**config.mk**
```make
export PLATFORM = sky130hd
export DESIGN_NAME = spi_sram_responder
export DESIGN_NICKNAME = d
export VERILOG_FILES = /design/src/rtl/spi_sram_responder.sv
export SDC_FILE = /design/constraint.sdc
export NUM_CORES = 2
export LEC_CHECK = 0
export ABC_AREA = 1
export CORE_MARGIN = 8
export CORE_UTILIZATION = 35
export DETAILED_ROUTE_END_ITERATION = 8
export PLACE_DENSITY = 0.51
export SLEW_MARGIN = 0
export SYNTH_ARGS = -nofsm -noshare
export SYNTH_HDL_FRONTEND = slang
export SYNTH_SLANG_ARGS = --single-unit
```
**constraint.sdc**
```tcl
create_clock -name clk -period 6.9 [get_ports clk]
set_clock_uncertainty 0.2 [all_clocks]
set_input_delay 1.38 -clock clk [delete_from_list [all_inputs] [get_ports clk]]
set_output_delay 1.38 -clock clk [all_outputs]
set_load 0.01 [all_outputs]
```
**src/rtl/spi_sram_responder.sv**
```systemverilog
// SPI slave emulating a byte-addressed serial SRAM (READ 0x03 / WRITE 0x02).
// All SPI pins are oversampled in the clk domain; nothing is clocked by SCK.
module spi_sram_responder #(
    parameter int ADDR_BITS   = 8,
    parameter int SYNC_STAGES = 2
) (
    input  logic                 clk,
    input  logic                 rst,
    input  logic                 SCK,
    input  logic                 CE,
    input  logic                 MOSI,
    output logic                 MISO,
    output logic                 miso_oe,
    input  logic                 CPOL,
    input  logic                 CPHA,
    output logic                 busy,
    output logic                 cmd_err,
    output logic                 wr_strobe,
    output logic [ADDR_BITS-1:0] wr_addr,
    output logic [7:0]           wr_data
);

    typedef enum logic [3:0] {
        IDLE, CMD, RADDR_H, RADDR_L, WADDR_H, WADDR_L, READ, WRITE, IGNORE
    } state_t;

    state_t state, state_nxt;

    logic [SYNC_STAGES-1:0] sck_sync, ce_sync, mosi_sync;
    logic                   sck_s, ce_s, mosi_s, sck_n, sck_prev, ce_prev;
    logic                   active, lead, trail, sample, shift, byte_done;
    logic [2:0]             cnt;
    logic [7:0]             rx, rx_nxt, tx, addr_hi;
    logic [15:0]            a16;
    logic [ADDR_BITS-1:0]   a_low, addr, rd_addr;
    logic                   commit, cmd_bad, load_tx, miso_q, oe_q;
    logic                   unused_addr_bits;
    logic [7:0]             mem [0:(2**ADDR_BITS)-1];

    // CE synchroniser resets low so a fall is only seen after CE was observed high
    always_ff @(posedge clk or posedge rst) begin
        if (rst) begin
            sck_sync  <= '0;
            ce_sync   <= '0;
            mosi_sync <= '0;
            sck_prev  <= 1'b0;
            ce_prev   <= 1'b0;
        end else begin
            sck_sync  <= {sck_sync[SYNC_STAGES-2:0], SCK};
            ce_sync   <= {ce_sync[SYNC_STAGES-2:0], CE};
            mosi_sync <= {mosi_sync[SYNC_STAGES-2:0], MOSI};
            sck_prev  <= sck_n;
            ce_prev   <= ce_s;
        end
    end

    assign sck_s  = sck_sync[SYNC_STAGES-1];
    assign ce_s   = ce_sync[SYNC_STAGES-1];
    assign mosi_s = mosi_sync[SYNC_STAGES-1];
    assign sck_n  = sck_s ^ CPOL;

    // Gating on the previous CE sample lets a final edge coincident with CE rise complete
    assign active    = (state != IDLE) && !ce_prev;
    assign lead      = active && sck_n && !sck_prev;
    assign trail     = active && !sck_n && sck_prev;
    assign sample    = CPHA ? trail : lead;
    assign shift     = CPHA ? lead : trail;
    assign byte_done = sample && (cnt == 3'd7);
    assign rx_nxt    = {rx[6:0], mosi_s};

    assign a16              = {addr_hi, rx_nxt};
    assign a_low            = a16[ADDR_BITS-1:0];
    assign unused_addr_bits = ^a16;

    always_ff @(posedge clk or posedge rst) begin
        if (rst) state <= IDLE;
        else     state <= state_nxt;
    end

    always_comb begin
        state_nxt = state;
        case (state)
            IDLE: if (ce_prev && !ce_s) state_nxt = CMD;
            default: begin
                if (byte_done) begin
                    case (state)
                        CMD: begin
                            if (rx_nxt == 8'h03)      state_nxt = RADDR_H;
                            else if (rx_nxt == 8'h02) state_nxt = WADDR_H;
                            else                      state_nxt = IGNORE;
                        end
                        RADDR_H: state_nxt = RADDR_L;
                        RADDR_L: state_nxt = READ;
                        WADDR_H: state_nxt = WADDR_L;
                        WADDR_L: state_nxt = WRITE;
                        default: state_nxt = state;
                    endcase
                end
                if (ce_s) state_nxt = IDLE;
            end
        endcase
    end

    always_comb begin
        commit  = byte_done && (state == WRITE);
        cmd_bad = byte_done && (state == CMD) && (rx_nxt != 8'h02) && (rx_nxt != 8'h03);
        load_tx = byte_done && ((state == RADDR_L) || (state == READ));
        rd_addr = (state == RADDR_L) ? a_low : addr;
        MISO    = (state == READ) ? miso_q : 1'b1;
        miso_oe = (state == READ) && oe_q;
        busy    = !ce_s && (state != IDLE);
    end

    always_ff @(posedge clk or posedge rst) begin
        if (rst) begin
            cnt       <= '0;
            rx        <= '0;
            tx        <= 8'hFF;
            addr_hi   <= '0;
            addr      <= '0;
            miso_q    <= 1'b1;
            oe_q      <= 1'b0;
            cmd_err   <= 1'b0;
            wr_strobe <= 1'b0;
            wr_addr   <= '0;
            wr_data   <= '0;
        end else begin
            cmd_err   <= cmd_bad;
            wr_strobe <= commit;
            if (state == IDLE) cnt <= '0;
            else if (sample)   cnt <= cnt + 1'b1;
            if (sample) rx <= rx_nxt;
            if (byte_done) begin
                case (state)
                    RADDR_H, WADDR_H: addr_hi <= rx_nxt;
                    RADDR_L:          addr    <= a_low + 1'b1;
                    WADDR_L:          addr    <= a_low;
                    READ, WRITE:      addr    <= addr + 1'b1;
                    default:          ;
                endcase
            end
            if (commit) begin
                wr_addr <= addr;
                wr_data <= rx_nxt;
            end
            if (load_tx)                     tx <= mem[rd_addr];
            else if (shift && state == READ) tx <= {tx[6:0], 1'b1};
            if (state != READ) begin
                miso_q <= 1'b1;
                oe_q   <= 1'b0;
            end else if (shift) begin
                miso_q <= tx[7];
                oe_q   <= 1'b1;
            end
        end
    end

    // Storage is deliberately not reset
    always_ff @(posedge clk) begin
        if (commit) mem[addr] <= rx_nxt;
    end

endmodule

```
==> metrics.txt <==
Synth cell types 41; Max Slew Vio Count 0; grt total ovfl 0; Worst Setup Path Type in -> reg; Cell Chain, Critical Path clkdlybuf4s50_1 > xor2_1 > inv_2 > nor4_2 > nand2_1 > nand2_1 > nand2_2 > nor3_4 > inv_2 > nor3_2 > nand2_2 > buf_12 > nor2_1; fraction of layout cells with a size suffix above 1 7.27%; main area contributors after synthesis edfxtp_1 71%, nand3_1 12%, nand2_1 9.6%, buf_2 1.8%, dfrtp_1 1.4%; initial antenna violation count 4; CP peak stage delay 590 ps; Final setup violation count 0; internal power 22.6 mW; Die X 513 um; combinational cell fraction of total power 11.4%; Synthesized Nets 7460; most common cell after layout, fill and taps aside nand2_1; CP top delay family simple AND/OR/NAND/NOR gates; EDFF count, synth 2048; Slew headroom 15.9%; Syn Std Cell Area 0.0865 mm^2; Worst Path Required 7180 ps; setup_tns 0 ps; critical path endpoint mem[93][7]$_DFFE_PP_; reg2reg end tx[0]$_DFFE_PP1P_; # fillers 23500; gpl congestion 0.875; sequential standard cell area 0.0630 mm^2; syn_area_per_cell 11.6 um^2; cts repair resizes 0; P_sw 8.22 mW; MaxCap Viol Count 0; fraction of registers with async set/reset 2.75%; Vias 57000; # IOs 28; Die Footprint 0.263 mm^2; post-layout util 39.5%; Worst-Skew Late Latency 850 ps; post-route ant nets 0; Final Hold Slack 137 ps; P&R area growth vs syn 12.2%; Post-CTS Setup Bufs 0; top_reg_cell synth edfxtp_1; nets 7351; first-pass GRT wire length 379 mm; H-tree Lvls 4; fmax 0.199 GHz; sw frac 26.7%; Final Hold Fails 0; Sink Count 2106; hold buffers post-CTS 0; CP arrival 5290 ps; top cell type's share of synthesized area 71.1%; Reg2Reg Depth 15; Clk pwr share 37.8%; HP Class reg -> reg; CTS tree built; WHS Path Cells 0; Startpoint Class input pin; Initial Util 35.2%; worst r2r src state[2]$_DFFE_PP0P_; VDD IR max 0.479 mV; post-synth top area cell edfxtp_1; CP max FO 34; CP endpoint kind register; origin of the worst setup path CPOL; Core Box Area 0.246 mm^2; RSZ-0062 raised after global routing false; first-iteration detailed-routing DRC count 6288; via/cell ratio 5.31; synthesized flop and latch total 2106; FF-to-FF setup slack 1970 ps; FP Rows 182; Lkg Pwr 34.0 nW; final wirelength 263 mm; most frequent cells in the layout 2199 x nand2_1, 2048 x edfxtp_1, 1995 x nand3_1; Clk Tree Root Cell clkbuf_16; Seq/Total Area, Yosys 72.8%; routed wire length per instance 24.4 um; Die Height 513 um; Tcrit/Tclk final 72.7%; Slew @ Worst Pin 1250 ps; PwrDens 317 mW/mm^2; vias in the first global route 56100; post-DP HPWL 152 mm; status completed; Crit. path cell count 13; sequential power share 50.8%; Reg clk slew, reported paths 60 ps; cells after synthesis 7450; CTS max path bufs 3; multi-input logic area 0.0205 mm^2; CTS Buf Count 218; WP buf/inv 4; GRT Overall Usage 19.3%; fin crit period 5010 ps; largest net degree at the start of global routing 179; 1st-pass router iterations 6; Syn. warnings 0; DRC 0; CP max stage cell nor3_2; IO buf count 27
[Yosys cell counts (all sizes together), types with 3 or more instances]
library cell and number:
o22ai 7, a21oi 10, inv 224, nor2 277, ha 3, dfstp 9
o21ai 87, nand2 2221, edfxtp 2048, nor4 3, o211ai 3, nand3 1996
xor2 6, nor3 12, dfrtp 49, clkbuf 122, buf 364
[how the worst min path moves through the flow]
stage / from / slack (ps) / to
2_1_floorplan: ce_sync[0]$_DFF_PP0_ / 130 / ce_sync[1]$_DFF_PP0_
3_3_place_gp: sck_sync[0]$_DFF_PP0_ / 130 / sck_sync[1]$_DFF_PP0_
3_5_place_dp: sck_sync[0]$_DFF_PP0_ / 140 / sck_sync[1]$_DFF_PP0_
4_1_cts: ce_sync[0]$_DFF_PP0_ / 150 / ce_sync[1]$_DFF_PP0_
5_1_grt: ce_sync[0]$_DFF_PP0_ / 160 / ce_sync[1]$_DFF_PP0_
6_report: ce_sync[0]$_DFF_PP0_ / 140 / ce_sync[1]$_DFF_PP0_
[per-stage QoR]
step | instance area, um^2 | power, mW | cells | setup slack, ps
after global placement | 90000 | 19.5 | 10300 | 1070
after CTS | 97100 | 31.1 | 10700 | 2060
final | 97100 | 30.8 | 10700 | 1890
after global routing | 97100 | 31.7 | 10700 | 1750
after floorplan | 86500 | 17.7 | 7450 | 1300
after detailed placement | 90000 | 19.5 | 10300 | 1110
[per-layer routing]
layer | global-route usage, % | share of wire, % | vias up
met1 | 26.1 | 42 | 28500
met5 | 0 | 0 | -
li1 | - | - | 26000
met4 | 5.85 | 3.1 | 0
met2 | 32.0 | 48 | 2158
met3 | 3.05 | 6.8 | 441
[registers in the layout, indices dropped and copies added (netlist names)]
name,count
wr_addr,8
ce_sync,2
state,4
wr_data,8
addr,8
sck_prev,1
mosi_sync,2
wr_strobe,1
mem,2048
miso_q,1
sck_sync,2
rx,7
ce_prev,1
tx,8
oe_q,1
cmd_err,1
cnt,3
[power groups by stage]
stage,clock (mW),combinational (mW),sequential [mW]
after detailed placement,0,3.54,15.9
after global placement,0,3.53,15.9
final,11.7,3.51,15.7
after global routing,12.3,3.72,15.7
after floorplan,0,1.06,16.6
after CTS,11.8,3.54,15.7
[cell type report]
type / count / area share (%)
diodes: 1 / 0.00258
clock buffers: 255 / 5.81
clock inverters: 143 / 1.45
inverters: 225 / 0.880
multi-input cells: 4633 / 21.1
flip-flops and latches: 2106 / 64.9
well taps: 3220 / 4.15
repair buffers: 157 / 1.73
[cells by family (layout without fill, tap and decap cells)]
family / after synthesis / after routing / share of synthesized area, %
DFF: 2106 / 2106 / 72.8
AOI/OAI and AO/OA: 111 / 111 / 0.700
buffers and inverters: 711 / 780 / 3.67
other: 0 / 1 / 0
and+or+nand+nor: 4513 / 4513 / 22.7
adders and majority gates: 3 / 3 / 0.0434
xor gates and xnor gates: 6 / 6 / 0.0608
[worst reg2reg max path, cell delays in order, from the launching register on]
cell     delay, ps
dfrtp_1        390
nor2_2         270
nand2_2        410
nand2_1        250
o21ai_4        250
inv_8          690
buf_4         1050
nand3_1        200
nand3_1        160
nand3_1        200
nand3_1        350
nand3_1        120
nand3_1        110
nand3_1         90
nand2_1        100
inv_1           40
(Power assumes the default switching activity.)
